File: config.mk
export PLATFORM = sky130hd
export DESIGN_NAME = pipelined_add_sub
export DESIGN_NICKNAME = d
export VERILOG_FILES = /design/src/rtl/pipelined_add_sub.sv
export SDC_FILE = /design/constraint.sdc
export NUM_CORES = 1
export LEC_CHECK = 0
export CELL_PAD_IN_SITES_DETAIL_PLACEMENT = 0
export CELL_PAD_IN_SITES_GLOBAL_PLACEMENT = 1
export CORE_MARGIN = 2
export CORE_UTILIZATION = 39
export CTS_CLUSTER_SIZE = 16
export DETAILED_ROUTE_END_ITERATION = 7
export GPL_ROUTABILITY_DRIVEN = 1
export PLACE_DENSITY = 0.77
export SLEW_MARGIN = 15
export SYNTH_ARGS = -nofsm -noshare
export SYNTH_HDL_FRONTEND = slang
export SYNTH_SLANG_ARGS = --single-unit
File: constraint.sdc
create_clock -name clk -period 2.5 [get_ports clk]
set_clock_uncertainty 0.15 [all_clocks]
set_input_delay 0.625 -clock clk [delete_from_list [all_inputs] [get_ports clk]]
set_output_delay 0.625 -clock clk [all_outputs]
set_load 0.02 [all_outputs]
File: src/rtl/pipelined_add_sub.sv
// Pipelined WIDTH-bit adder/subtractor with signed/unsigned set-less-than.
// The carry chain advances one CHUNK-bit slice per stage behind a valid/ready handshake.
module pipelined_add_sub #(
    parameter int unsigned WIDTH = 32,
    parameter int unsigned CHUNK = 8
) (
    input  logic             clk,
    input  logic             rst_n,
    input  logic             in_valid,
    output logic             in_ready,
    input  logic [WIDTH-1:0] a,
    input  logic [WIDTH-1:0] b,
    input  logic [1:0]       op,
    output logic             out_valid,
    input  logic             out_ready,
    output logic [WIDTH-1:0] result,
    output logic             zero,
    output logic             overflow,
    output logic             cout
);

    localparam int unsigned STAGES = WIDTH / CHUNK;
    localparam int unsigned SW     = CHUNK + 1;

    logic             advance;
    logic             sub;
    logic [WIDTH-1:0] bx;

    // The whole pipe moves together; a stalled output freezes every stage.
    assign advance  = ~out_valid | out_ready;
    assign in_ready = advance;
    assign sub      = (op != 2'b00);
    assign bx       = sub ? ~b : b;

    // Feed into the output stage: the top slice still to add plus finished low bits.
    logic             fin_vld;
    logic [1:0]       fin_op;
    logic [WIDTH-1:0] fin_low;
    logic [CHUNK-1:0] fin_a;
    logic [CHUNK-1:0] fin_b;
    logic             fin_cin;

    if (STAGES == 1) begin : g_single
        assign fin_vld = in_valid;
        assign fin_op  = op;
        assign fin_low = '0;
        assign fin_a   = a;
        assign fin_b   = bx;
        assign fin_cin = sub;
    end else begin : g_pipe
        for (genvar k = 0; k < STAGES - 1; k++) begin : stg
            localparam int unsigned DONE = (k + 1) * CHUNK;
            localparam int unsigned REM  = WIDTH - DONE;

            logic             vld;
            logic [1:0]       opq;
            logic [DONE-1:0]  sum;
            logic             cy;
            logic [REM-1:0]   a_rem;
            logic [REM-1:0]   b_rem;

            logic             nxt_vld;
            logic [1:0]       nxt_op;
            logic [CHUNK-1:0] sa;
            logic [CHUNK-1:0] sb;
            logic             cin;
            logic [REM-1:0]   nxt_a;
            logic [REM-1:0]   nxt_b;
            logic [DONE-1:0]  nxt_sum;
            logic [SW-1:0]    add;

            if (k == 0) begin : g_first
                assign nxt_vld = in_valid;
                assign nxt_op  = op;
                assign sa      = a[CHUNK-1:0];
                assign sb      = bx[CHUNK-1:0];
                assign cin     = sub;
                assign nxt_a   = a[WIDTH-1:CHUNK];
                assign nxt_b   = bx[WIDTH-1:CHUNK];
                assign nxt_sum = add[CHUNK-1:0];
            end else begin : g_next
                // Unconsumed operand slices are kept right-aligned and shifted down each stage.
                assign nxt_vld = stg[k-1].vld;
                assign nxt_op  = stg[k-1].opq;
                assign sa      = stg[k-1].a_rem[CHUNK-1:0];
                assign sb      = stg[k-1].b_rem[CHUNK-1:0];
                assign cin     = stg[k-1].cy;
                assign nxt_a   = stg[k-1].a_rem[REM+CHUNK-1:CHUNK];
                assign nxt_b   = stg[k-1].b_rem[REM+CHUNK-1:CHUNK];
                assign nxt_sum = {add[CHUNK-1:0], stg[k-1].sum};
            end

            assign add = SW'(sa) + SW'(sb) + SW'(cin);

            always_ff @(posedge clk or negedge rst_n) begin
                if (!rst_n) begin
                    vld   <= 1'b0;
                    opq   <= 2'b00;
                    sum   <= '0;
                    cy    <= 1'b0;
                    a_rem <= '0;
                    b_rem <= '0;
                end else if (advance) begin
                    vld   <= nxt_vld;
                    opq   <= nxt_op;
                    sum   <= nxt_sum;
                    cy    <= add[CHUNK];
                    a_rem <= nxt_a;
                    b_rem <= nxt_b;
                end
            end
        end

        assign fin_vld = stg[STAGES-2].vld;
        assign fin_op  = stg[STAGES-2].opq;
        assign fin_low = WIDTH'(stg[STAGES-2].sum);
        assign fin_a   = stg[STAGES-2].a_rem;
        assign fin_b   = stg[STAGES-2].b_rem;
        assign fin_cin = stg[STAGES-2].cy;
    end

    logic [SW-1:0]    fin_add;
    logic [WIDTH-1:0] raw_sum;
    logic [WIDTH-1:0] res;
    logic             c_out;
    logic             ovf;
    logic             lt;

    // Top slice, flags and compare; carry into the MSB is recovered as a^b^sum at that bit.
    always_comb begin
        fin_add = SW'(fin_a) + SW'(fin_b) + SW'(fin_cin);
        raw_sum = fin_low | (WIDTH'(fin_add[CHUNK-1:0]) << (WIDTH - CHUNK));
        c_out   = fin_add[CHUNK];
        ovf     = fin_a[CHUNK-1] ^ fin_b[CHUNK-1] ^ fin_add[CHUNK-1] ^ c_out;
        lt      = fin_op[0] ? ~c_out : (raw_sum[WIDTH-1] ^ ovf);
        res     = fin_op[1] ? WIDTH'(lt) : raw_sum;
    end

    always_ff @(posedge clk or negedge rst_n) begin
        if (!rst_n) begin
            out_valid <= 1'b0;
            result    <= '0;
            zero      <= 1'b0;
            overflow  <= 1'b0;
            cout      <= 1'b0;
        end else if (advance) begin
            out_valid <= fin_vld;
            result    <= res;
            zero      <= ~|raw_sum;
            overflow  <= ovf;
            cout      <= c_out;
        end
    end

endmodule
# Word-level counts from Yosys, hierarchy flattened
# Cells that the tools add are included.
# totals
regBits	192
output_inout_bits	37
in_bits	70
# op_classes
bitwise_logic	9
reduce_logical	3
mux	3
add_sub_neg	8
# op_table
operator	count
$mux 32	2
$add 8x8->9	4
$add 9x1->9	4
$not 32->32	1
$or 24x32->32	1
$reduce_or 32->1	1
$xor 1x1->1	4
$not 1->1	2
$reduce_bool 2->1	1
$logic_not 1->1	1
$mux 1	1
$or 1x1->1	1

# Logic depth before layout (Yosys ltp)
# Gate-level depths: netlist of the first run.
# depth
depth_word	7
depth_mapped	11
mapped_depth_nobuf	10

# Least setup slack after synthesis of the first run
# No wires, ideal clock.
# synth_timing
kind	input port to flip-flop
startpoint	in op[1]
endpoint	reg g_pipe.stg[0].sum[5]
required_time_ns	2.214
path_slack_ns	-0.211
path_stages	10
t_arrival_ns	2.426
path_cell_list	nor2_1 buf_2 xnor2_1 ha_1 a21o_1 a41oi_2 o21bai_1 a21oi_1 xor2_1 o21ai_0
# synth_via
elab_chain_cells	4
# synth_rtl
item	line_no	rtl
from (decl)	13	input logic [1:0] op,
$reduce_bool 2->1 *	32	assign sub = (op != 2'b00);
$mux 32	33	assign bx = sub ? ~b : b;
$add 8x8->9	93	assign add = SW'(sa) + SW'(sb) + SW'(cin);
$add 9x1->9 *	93	
to (signal assigned)	106	sum <= nxt_sum;
to (decl)	57	logic [DONE-1:0] sum;
# Every way passes the cells marked *; elsewhere a longest branch is shown, timed or not.
# A chain may end at the register's enable or synchronous reset.

# Final worst setup path of the first run
# layout_timing
startpoint	reg g_pipe.stg[2].cy, in the netlist fin_cin
endpoint	reg zero
# layout_via
elab_chain_cells	4
# layout_rtl
item	line_no	rtl
from (decl)	58	logic cy;
from (signal assigned)	107	cy <= add[CHUNK];
$add 9x1->9	131	fin_add = SW'(fin_a) + SW'(fin_b) + SW'(fin_cin);
$or 24x32->32	132	raw_sum = fin_low | (WIDTH'(fin_add[CHUNK-1:0]) << (WIDTH - CHUNK));
$reduce_or 32->1	149	zero <= ~|raw_sum;
$logic_not 1->1	149	
to (signal assigned)	149	
to (decl)	17	output logic zero,
# No other way between the ends.

==> qor.yml, run 1 <==
outcome: "finished with violations"
violations: "setup timing"
yosys_warnings: 0
yosysSeqAreaShare: 0.546
num_antenna_cells: 0
cts_tree: "built"
clock_sinks: 192
synth_nets: 1069
grt_pass1_wl_microns: 31700
layout.nets: 1184
drtPass1Iterations: 4
tightest_slew_ns: 0.457
path_clk_slew_ns: 0.07
cts_root_buf: "clkbuf_16"
crit_type: "reg -> reg"
ys_ff_latch: 192
min_path_type: "reg -> reg"
grt_util_all_layers: 0.165
finalSetupViolations: 1
fin_setup_tns_ns: -0.00451
avgSynthCellArea_sq_um: 9.13
boundaryPins: 107
synth_common_cells: "377 x nand2_1, 192 x dfrtp_1, 55 x nor2_1, 42 x clkbuf_1, 39 x a21oi_1"
via_count: 6492
antenna_found_initial: 0
cts_buffers: 17
fmax_mhz: 399
rows: 54
fin_crit_sh: 1.00
grt-ovfl-total: 0
fill_cells: 2072
synthTopCellsByArea: "dfrtp_1 55%, nand2_1 16%, ha_1 4.0%, xor2_1 2.7%, nor2_1 2.3%"
cap_viol_max_count: 0
period_needed_ns: 2.50
cp-end-kind: "register"
p_leak_nw: 5.36
synthToLayoutAreaGrowth_pct: 26.0
dp_slack_ns: -0.718
ys_types: 46
layout-drive-gt1-share: 0.0888
htree_levels: 4
die_w_microns: 154
synth_edf_count: 0
layout_setup_ws_ns: -0.00451
routed_wl_microns: 18400
clk_latency_ns: 0.43
worstPathArrival_ns: 2.73
ir_worst_vdd_v: 0.000748
drc: 0
clock_path_buffers: 2
grt_max_degree: 108
hold_viol: 0
synth_top_area_share: 0.546
asyncSetResetFlopFracSynth: 1.00
port_buffers: 106
synth_area_sq_um: 8800
critical_path_required_ns: 2.72
die_h_microns: 154
start_util: 0.401
worstPathMaxFanout: 4
wl_per_cell_microns: 13.4
place_congestion: 0.805
ant_nets: 0
dp_hpwl_microns: 12600
fin_util: 0.505
power_density_nw_per_um2: 1260
synth.most_common_cell: "nand2_1"
die_area_sq_um: 23800
ys.flop_type: "dfrtp_1"
syn_inst: 964
drt_iter0_markers: 288
vias_per_cell: 4.73
drv_slew: 0
rsz0062_at_grt: "yes"
synth_area_leader_cell: "dfrtp_1"
finalPower_mw: 14.0
slew_headroom: 0.693
coreArea_sq_um: 22000
grt_pass1_vias: 6588
cp-start-kind: "register"
## stage by stage
step | area (sq um) | hold WS (ns) | instances
3_3_place_gp | 10400 | 0.296 | 1334
2_1_floorplan | 8820 | 0.179 | 964
5_1_grt | 11100 | 0.337 | 1372
6_report | 11100 | 0.312 | 1372
4_1_cts | 11000 | 0.321 | 1370
3_5_place_dp | 10400 | 0.305 | 1334
## critical path: stages (launching register included)
cell and delay, ns:
dfrtp_1 0.36, inv_2 0.05, fa_2 0.42, fa_2 0.38, nor2b_2 0.13, o31a_1 0.21
a21oi_1 0.10, or3_1 0.39, nor4_2 0.14, a21o_1 0.11
## registers in the layout (all words and copies together), names as in the netlist
register and flops:
cout 1, fin_a 8, fin_b 8, fin_cin 1, fin_op 2, fin_vld 1
g_pipe.stg.a_rem 40, g_pipe.stg.b_rem 40, g_pipe.stg.cy 2, g_pipe.stg.opq 4, g_pipe.stg.sum 48, g_pipe.stg.vld 2
out_valid 1, overflow 1, result 32, zero 1
## final timing paths
path / from / end / slack [ns] / depth (start not counted)
setup / recovery: fin_cin / zero / -0.005 / 9
hold / removal: result[5] / result[5] / 0.31 / 2
setup reg to reg: fin_cin / zero / -0.005 / 9
hold reg to reg: result[5] / result[5] / 0.31 / 2
max in group asynchronous: rst_n / g_pipe.stg[1].sum[7] / 0.89 / 3
min in group asynchronous: rst_n / g_pipe.stg[0].a_rem[21] / 0.55 / 2
## layer usage
metal	vias to the layer above	wire length (microns)	track usage
met2	85	8950	0.279
met4	0	316	0.0511
met3	24	559	0.0353
met5	-	0	0
met1	3029	8620	0.214
li1	3354	-	-
## report_power, final
part | leakage, nW | switching [mW] | total, mW | internal [mW]
Clock | 0.292 | 1.17 | 2.73 | 1.56
Combinational | 2.76 | 3.16 | 5.93 | 2.77
Sequential | 2.31 | 0.830 | 5.29 | 4.46
Total | 5.36 | 5.17 | 14.0 | 8.79
## cells by family after synthesis
group | share of synthesized area
simple gates | 0.235
flops | 0.546
compound gates | 0.0904
buf+inv | 0.0308
xor+xnor | 0.0428
fa+ha+maj | 0.0557
## cell usage in the layout (no fill, tap or decap), types with 5 or more instances in the layout
| cell type | synthesis | final |
|---|---|---|
| a21oi_1 | 39 | 35 |
| buf_12 | 0 | 6 |
| buf_4 | 0 | 30 |
| clkbuf_16 | 0 | 17 |
| clkdlybuf4s50_1 | 0 | 102 |
| dfrtp_1 | 192 | 192 |
| fa_1 | 7 | 5 |
| ha_1 | 28 | 28 |
| inv_1 | 24 | 22 |
| nand2_1 | 377 | 377 |
| nand2b_1 | 6 | 6 |
| nand3b_1 | 23 | 23 |
| nor2_1 | 55 | 54 |
| nor2b_1 | 7 | 5 |
| nor3_1 | 12 | 11 |
| nor4_1 | 7 | 5 |
| o21a_1 | 11 | 11 |
| o21ai_0 | 25 | 20 |
| o31ai_1 | 13 | 11 |
| xnor2_1 | 16 | 15 |
| xor2_1 | 27 | 27 |
## what timing repair did
action	4_1_cts	5_1_grt
buffers inserted	3	2
hold endpoints to repair	7	0
pin swaps	6	3
setup endpoints to repair	11	10
gates resized for setup	12	17
hold buffers	1	0
## final cells by class
| type | count | area, sq um | area share |
|---|---|---|---|
| Tap cell | 280 | 350 | 0.0316 |
| Sequential cell | 192 | 4800 | 0.433 |
| Clock buffer | 20 | 467 | 0.0421 |
| Multi-Input combinational cell | 700 | 3830 | 0.345 |
| Timing Repair Buffer | 143 | 1410 | 0.127 |
| Clock inverter | 12 | 134 | 0.0121 |
| Inverter | 25 | 98.8 | 0.00891 |
Power figures use the tool's default switching activity.
==> run 2: changes to the inputs <==
--- a/config.mk
+++ b/config.mk
@@ -12,6 +12,7 @@
 export CTS_CLUSTER_SIZE = 16
 export DETAILED_ROUTE_END_ITERATION = 7
 export GPL_ROUTABILITY_DRIVEN = 1
+export GPL_TIMING_DRIVEN = 0
 export PLACE_DENSITY = 0.77
 export SLEW_MARGIN = 15
 export SYNTH_ARGS = -nofsm -noshare
==> run 2 against run 1 <==
The run now ends clean; worst setup slack improved by 0.0045 ns; register-to-register slack about the same; routed wire length grew 20%; worst hold slack about the same; critical path type unchanged; die area did not move.
==> qor.yml, run 2 (same netlist as run 1, synthesis figures left out) <==
outcome: "complete, no violations"
cp_top_family: "adder cells"
crit_path_top_delay_cell: "fa_2"
drv_slew: 0
routed_wl_microns: 22100
start_util: 0.401
fin_crit_sh: 1.00
die_area_sq_um: 23800
grt_max_degree: 87
vias_per_cell: 4.83
layout.nets: 1209
antenna_found_initial: 0
path_common_cell: "fa_2"
drc: 0
clk_latency_ns: 0.43
finalSetupViolations: 0
cp-startpoint: "fin_a[0]"
wl_per_cell_microns: 15.8
cts_buffers: 17
cts_root_buf: "clkbuf_16"
clock_sinks: 192
path_clk_slew_ns: 0.07
top_regs: "g_pipe.stg.sum: 48 flops, g_pipe.stg.a_rem: 40 flops, g_pipe.stg.b_rem: 40 flops"
boundaryPins: 107
min_path_type: "reg -> reg"
die_w_microns: 154
pwr-share-seq: 0.374
regMostFlops: "g_pipe.stg.sum"
worstPathArrival_ns: 2.72
slew_headroom: 0.411
design_area_sq_um: 11100
rr_endpoint: "zero"
mostFrequentLayoutCells: "377 x nand2_1, 192 x dfrtp_1, 100 x clkdlybuf4s50_1"
drt_iter0_markers: 277
ant_nets: 0
p_comb_frac: 0.429
coreArea_sq_um: 22000
crit_type: "reg -> reg"
hold_viol: 0
clock_path_buffers: 2
cts_tree: "built"
cp-start-kind: "register"
dp_hpwl_microns: 16400
largest_reg_flops: 48
grt-ovfl-total: 0
cap_viol_max_count: 0
grt_pass1_wl_microns: 36100
ir_worst_vdd_v: 0.000588
via_count: 6739
p_sw_frac: 0.384
layout-drive-gt1-share: 0.0717
drtPass1Iterations: 5
rows: 54
port_buffers: 106
grt_util_all_layers: 0.196
critPathCapture: "zero"
fill_cells: 2078
place_area_sq_um: 10300
slowest_delay_ns: 0.56
rsz0062_at_grt: "yes"
synthToLayoutAreaGrowth_pct: 26.6
worstRegToRegCells: 9
worstPathCellList: "inv_1 -> fa_2 -> fa_2 -> nand2_1 -> nor3_2 -> nand4b_1 -> or3_4 -> nor4_4 -> a21o_1"
fmax_mhz: 400
fin_util: 0.507
cp.depth: 9
p_int_mw: 8.74
p_leak_nw: 5.34
num_antenna_cells: 0
power_density_nw_per_um2: 1270
final_common_cell: "nand2_1"
r2r_start: "fin_a[0]"
htree_levels: 4
place_congestion: 0.819
critical_path_required_ns: 2.72
tightest_slew_ns: 0.883
cp-end-kind: "register"
switching_power_mw: 5.46
r2r_slack_ns: 0.000006
period_needed_ns: 2.50
critPathBufInv: 1
grt_pass1_vias: 6776
worstPathMaxFanout: 2
die_h_microns: 154
p_clk_frac: 0.198
## run 2: changes by cell type in the layout (fill, tap and decap cells not counted), moves of 3 or more
cell      previous run  this run
clkbuf_1             0        40
clkinv_4             4         1
buf_4               30        12
buf_1                0         3
buf_12               6         2
o21ai_0             20        23
## run 2: power by group through the flow
stage	clock [mW]	sequential (mW)	combinational [mW]
2_1_floorplan	0	5.39	3.69
3_3_place_gp	0	5.33	5.71
3_5_place_dp	0	5.37	5.84
4_1_cts	2.86	5.32	6.05
5_1_grt	3.00	5.49	6.85
6_report	2.80	5.31	6.08
## run 2: per-layer routing
layer / GRT usage / part of all wire / up-vias
met3: 0.0359 / 0.036 / 22
met5: 0 / 0 / -
met1: 0.264 / 0.46 / 3197
met4: 0.0675 / 0.019 / 0
met2: 0.322 / 0.48 / 119
li1: - / - / 3401
## run 2: final cells by class
| type | count | area [sq um] | share of cell area |
|---|---|---|---|
| Clock buffer | 21 | 470 | 0.0422 |
| Buffer | 47 | 224 | 0.0201 |
| Tap cell | 280 | 350 | 0.0314 |
| Clock inverter | 9 | 134 | 0.0120 |
| Timing Repair Buffer | 121 | 1220 | 0.110 |
| Inverter | 25 | 96.3 | 0.00865 |
| Sequential cell | 192 | 4800 | 0.431 |
| Multi-Input combinational cell | 700 | 3840 | 0.345 |
## run 2: worst reg2reg max path: cells and delay by family (launching register included)
family                   cells  cell delay (ns)
AND/OR/NAND/NOR              5             0.83
buffers and inverters        1             0.06
adder cells (fa/ha/maj)      2             0.99
flip-flops                   1             0.32
AO/OA/AOI/OAI                1             0.11
## run 2: worst min-delay path by stage
stage	from	cells after the start	slack [ns]	endpoint
floorplan	rst_n	0	0.18	cout
global placement	g_pipe.stg[1].sum[6]	2	0.30	g_pipe.stg[1].sum[6]
detailed placement	result[14]	2	0.30	result[14]
CTS	g_pipe.stg[1].sum[0]	2	0.32	g_pipe.stg[2].sum[0]
global route	op[1]	3	0.33	g_pipe.stg[0].opq[1]
finish	g_pipe.stg[0].sum[1]	2	0.31	g_pipe.stg[1].sum[1]
## run 2: through the flow
step                      power (mW)  setup WS [ns]   TNS, ns  std cells  hold WS [ns]
final                           14.2     0.00000622         0       1395         0.312
after global routing            15.3         -0.108    -0.113       1395         0.332
after CTS                       14.2        -0.0234   -0.0234       1388         0.316
after detailed placement        11.2          -1.35    -86.09       1352         0.305
after global placement          11.0          -7.58  -1536.31       1350         0.300
after floorplan                 9.08         0.0255         0        964         0.179
## run 2: what timing repair did
action / in CTS / in global routing
hold buffers: 1 / 0
setup endpoints to repair: 55 / 9
gates resized for setup: 35 / 19
pin swaps: 3 / 7
setup buffers: 5 / 7
endpoints found under the hold margin: 45 / 0
==> edit 1 (config.mk and constraints of run 2) <==
Make the reset (`rst_n`) synchronous in 2 clocked blocks.
--- a/src/rtl/pipelined_add_sub.sv
+++ b/src/rtl/pipelined_add_sub.sv
@@ -93,5 +93,5 @@
             assign add = SW'(sa) + SW'(sb) + SW'(cin);
 
-            always_ff @(posedge clk or negedge rst_n) begin
+            always_ff @(posedge clk) begin
                 if (!rst_n) begin
                     vld   <= 1'b0;
@@ -137,5 +137,5 @@
     end
 
-    always_ff @(posedge clk or negedge rst_n) begin
+    always_ff @(posedge clk) begin
         if (!rst_n) begin
             out_valid <= 1'b0;
Check against the original RTL: differs if rst_n is asserted again (counterexample within 4 cycles, from zero or initial values and one cycle with rst_n low); with rst_n held inactive, the same outputs for 10 cycles.
==> edit 1 against run 2 <==
- the run now ends with negative setup slack left
- worst setup slack worse by 380 ps
- synthesized area down 1.9%
- via count up 5.7%
- final area down 3.0%
- count of clock-buffer cells in the layout unchanged
- wire length up 5.1%
- sequential cell count unchanged
- first-iteration DRC count up 45%
Power is not compared: it rests on default switching activity, and its combinational part moved more than twofold at a synthesized area within 25%.
==> edit 1: results (changes against run 2) <==
most frequent cells after synthesis - 285 x nand2_1, 192 x dfxtp_1, 125 x a21boi_1
HPWL after detailed placement - 17300 um (+5.4%)
vias in the first global route - 6967 (+2.8%)
first-pass GRT wire length - 37000 um (+2.6%)
worst stage delay on the critical path - 530 ps (-30 ps)
Syn Nets - 1124 (+5.1%)
clock tree buffer depth - 2 (unchanged)
Endpoint, Worst Hold - result[6]
Yosys cell types - 48 (+4.3%)
# diodes - 0 (unchanged)
Synthesis Warnings - 0 (unchanged)
Slew headroom - 54.4% (+13 points)
NumNets Final - 1253 (+3.6%)
final setup margin - -384 ps (-384 ps)
Synth Flop Type - dfxtp_1
crit path DAT - 3100 ps (+380 ps)
DP Cell Count - 1405 (+3.9%)
Setup Viol. Count Final - 1 (+1)
synth top area cells - dfxtp_1 44%, nand2_1 12%, a21boi_1 11%, ha_1 4.1%, xnor2_1 4.1%
setup TNS - -384 ps (-384 ps)
H-tree depth - 4 (unchanged)
DRT Wirelength - 23200 um (+5.1%)
worst r2r dst - zero
CP startpoint - fin_a[0]
Initial DRC Count - 401 (+45%)
via count - 7122 (+5.7%)
run status - finished, violations left
min-delay src - result[6]
layout cell share with drive strength beyond 1 - 8.01% (+0.84 points)
GR Util All Layers - 20.0% (+0.42 points)
global placement routability congestion - 0.817 (-0.27%)
Largest delay share family, worst path - simple AND/OR/NAND/NOR gates
CP max-delay cell - fa_1
largest net degree at the start of global routing - 17 (-80%)
DP Area - 0.0101 sq mm (-2.2%)
failing checks - negative setup slack
cts bufs inserted - 17 (unchanged)
wire per inst - 16.1 um (+1.7%)
Async SR Flop Fraction - 0% (-100 points)
port bufs - 106 (unchanged)
mean post-synth cell area - 8.48 sq um (-7.2%)
-- edit 1: cell count changes after synthesis, sizes merged, moves of 31 or more --
cell | run 2 | this run
nor2 | 55 | 18
nand2 | 377 | 285
and2 | 0 | 31
dfrtp | 192 | 0
dfxtp | 0 | 192
a21boi | 2 | 133
-- edit 1: per-layer routing --
layer / track usage (%) / up-vias / wire (um)
li1: - / 3655 / -
met1: 27.5 / 3287 / 11300
met2: 32.3 / 152 / 10500
met3: 3.03 / 28 / 915
met4: 7.01 / 0 / 439
met5: 0 / - / 0
-- edit 1: area by class of cell --
| type | instances | area [sq um] |
|---|---|---|
| fillers | 2175 | 10900 |
| multi-input cells | 742 | 4560 |
| flip-flops and latches | 192 | 3850 |
| repair buffers | 111 | 1080 |
| clock buffers | 21 | 450 |
| well taps | 280 | 350 |
| plain buffers | 67 | 299 |
| clock inverters | 11 | 158 |
| inverters | 17 | 66.3 |
-- edit 1: what timing repair did --
action	CTS	global route
gates resized for setup	26	58
pin swaps	2	5
setup endpoints to repair	181	89
buffers inserted	3	2
-- edit 1: worst max-delay path by stage --
stage | end | cells past startpoint
2_1_floorplan | zero | 9
3_3_place_gp | in_ready | 6
3_5_place_dp | in_ready | 6
4_1_cts | zero | 9
5_1_grt | zero | 9
6_report | zero | 9
-- edit 1: stage by stage --
stage / hold WS [ps] / setup slack (ps)
after global placement: 287 / -1390
after floorplan: 275 / -92.5
final: 297 / -384
after detailed placement: 292 / -1440
after global routing: 316 / -493
after CTS: 303 / -374
-- edit 1: cell families after synthesis --
| family | synth area share [%] |
|---|---|
| and+or+nand+nor | 21.7 |
| adders and majority gates | 5.68 |
| DFF | 44.5 |
| xor gates and xnor gates | 5.36 |
| buffers and inverters | 3.69 |
| AOI/OAI and AO/OA | 19.1 |
-- edit 1: worst register-to-register path, delay by kind of cell, from the launching register on --
family,cells,cell delay (ps)
buf+inv,1,40
compound gates,1,130
flops,1,340
simple gates,5,1250
fa+ha+maj,2,920
-- edit 1: power breakdown --
group	internal (uW)	switching, uW
registers	3260	132
logic	474	452
clock network	1610	1210
==> edit 2 (settings of run 2) <==
Made on the original files. Set the parameter `WIDTH` to 64 (it was 32).
--- a/src/rtl/pipelined_add_sub.sv
+++ b/src/rtl/pipelined_add_sub.sv
@@ -2,5 +2,5 @@
 // The carry chain advances one CHUNK-bit slice per stage behind a valid/ready handshake.
 module pipelined_add_sub #(
-    parameter int unsigned WIDTH = 32,
+    parameter int unsigned WIDTH = 64,
     parameter int unsigned CHUNK = 8
 ) (
Ports: changed (resized a, b and result); port bits go from 107 to 203. The function was not compared with the original's and may differ.
==> edit 2 against run 2 <==
- the run now ends with negative hold slack, negative setup slack left
- sequential share of layout area grew 6.9 points
- synthesized area increased to 3.6 times the old value
- worst setup slack worse by 320 ps
- count of clock-buffer cells in the layout rose by 97
- synthesized cell count rose to 3.7 times the old value
- die area rose to 3.5 times the old value
- clock power rose to 4.3 times the old value
- worst hold slack got worse by 470 ps
- sequential cell count grew 576
- via count rose to 3.4 times the old value
- wire length increased to 3.8 times the old value
- total power grew to 3.6 times the old value
- final area rose to 3.5 times the old value
- highest routed layer unchanged
==> edit 2: results (changes against run 2) <==
Max FO, Critical Path - 2 (unchanged)
DP Cell Count - 4798 (+250%)
mean post-synth cell area - 9.00 sq um (-1.5%)
compound-cell area share of the yosys netlist - 4.47% (-4.6 points)
synth top area cells - dfrtp_1 61%, nand2_1 22%, ha_1 2.2%, clkbuf_1 2.0%, xor2_1 1.7%
share of cell area taken by multi-input logic gates - 30.5% (-4.0 points)
static leakage - 0.0196 uW (+270%)
H-tree depth - 3 (-1)
final instance area - 0.0384 sq mm (+250%)
DP Area - 0.0354 sq mm (+240%)
post-synthesis sequential area ratio - 60.5% (+6.0 points)
row count - 104 (+93%)
biggest regs - g_pipe.stg.sum: 224 flops, g_pipe.stg.a_rem: 216 flops, g_pipe.stg.b_rem: 216 flops
Non-CTS buffers - 407 (+140%)
ClkCell Share - 7.00% (+1.6 points)
xor/xnor cell area share of the yosys netlist - 2.48% (-1.8 points)
worst r2r dst - zero
clock tree buffer depth - 3 (+1)
Hold WS - -154 ps (-466 ps)
pre-CTS WS - -1730 ps (-377 ps)
root buf cell - clkbuf_16
wire per inst - 16.8 um (+6.4%)
Initial DRC Count - 1379 (+400%)
CP max-delay cell - or4_4
post-cts resize count - 50 (+43%)
crit path DAT - 3230 ps (+510 ps)
final hold vios - 226 (+226)
Syn Nets - 3733 (+250%)
run status - finished, violations left
fraction of area in registers - 50.0% (+6.9 points)
cts bufs inserted - 82 (+65)
DRT Wirelength - 83500 um (+280%)
Largest delay share family, worst path - simple AND/OR/NAND/NOR gates
# fillers - 7864 (+280%)
NumNets Final - 4042 (+230%)
setup TNS - -392 ps (-392 ps)
global placement routability congestion - 0.858 (+4.8%)
Yosys cell types - 52 (+13%)
most frequent cells after synthesis - 1891 x nand2_1, 768 x dfrtp_1, 167 x clkbuf_1
comb_multi_in - 2522 (+260%)
layout cell share with drive strength beyond 1 - 5.67% (-1.5 points)
clk_lat worst skew - 630 ps (+200 ps)
worst stage delay on the critical path - 600 ps (+40 ps)
Signal inverters - 56 (+120%)
Min-Delay Path Class - in -> async
Setup Viol. Count Final - 3 (+3)
switching part of the total - 37.2% (-1.3 points)
HPWL after detailed placement - 60800 um (+270%)
GR Util All Layers - 20.5% (+0.84 points)
failing checks - negative hold slack, negative setup slack
VDD IR max - 544 uV (-7.5%)
post-CTS setup buffer count - 7 (+2)
port bufs - 202 (+91%)
via count - 23057 (+240%)
Synth Area in Adders - 3.15% (-2.4 points)
final setup margin - -317 ps (-317 ps)
Yosys reg bits - 768 (+300%)
Clock buffer cells - 118 (+460%)
Worst Max-Slew Pin Slew - 1030 ps (+148 ps)
-- edit 2: cell count changes in the layout (fill, tap and decap cells not counted), sizes merged, moves of 55 or more --
| cell | before | now |
|---|---|---|
| dfrtp | 192 | 768 |
| nor2 | 55 | 110 |
| clkdlybuf4s50 | 100 | 196 |
| a21oi | 39 | 95 |
| nand2 | 377 | 1891 |
| clkbuf | 63 | 284 |
-- edit 2: per-layer routing --
metal	routed length, um	GRT usage [%]	vias to the layer above
met5	0	0	-
met4	1550	5.17	0
met3	3510	2.94	81
met2	39100	33.2	384
met1	39300	28.9	10888
li1	-	-	11704
-- edit 2: power groups by stage --
stage | registers, uW | logic [uW] | clock network [uW]
finish | 21700 | 16900 | 12100
global route | 22400 | 19300 | 12900
CTS | 21800 | 17000 | 12400
detailed placement | 21900 | 16700 | 0
global placement | 22000 | 16300 | 0
floorplan | 21100 | 10800 | 0
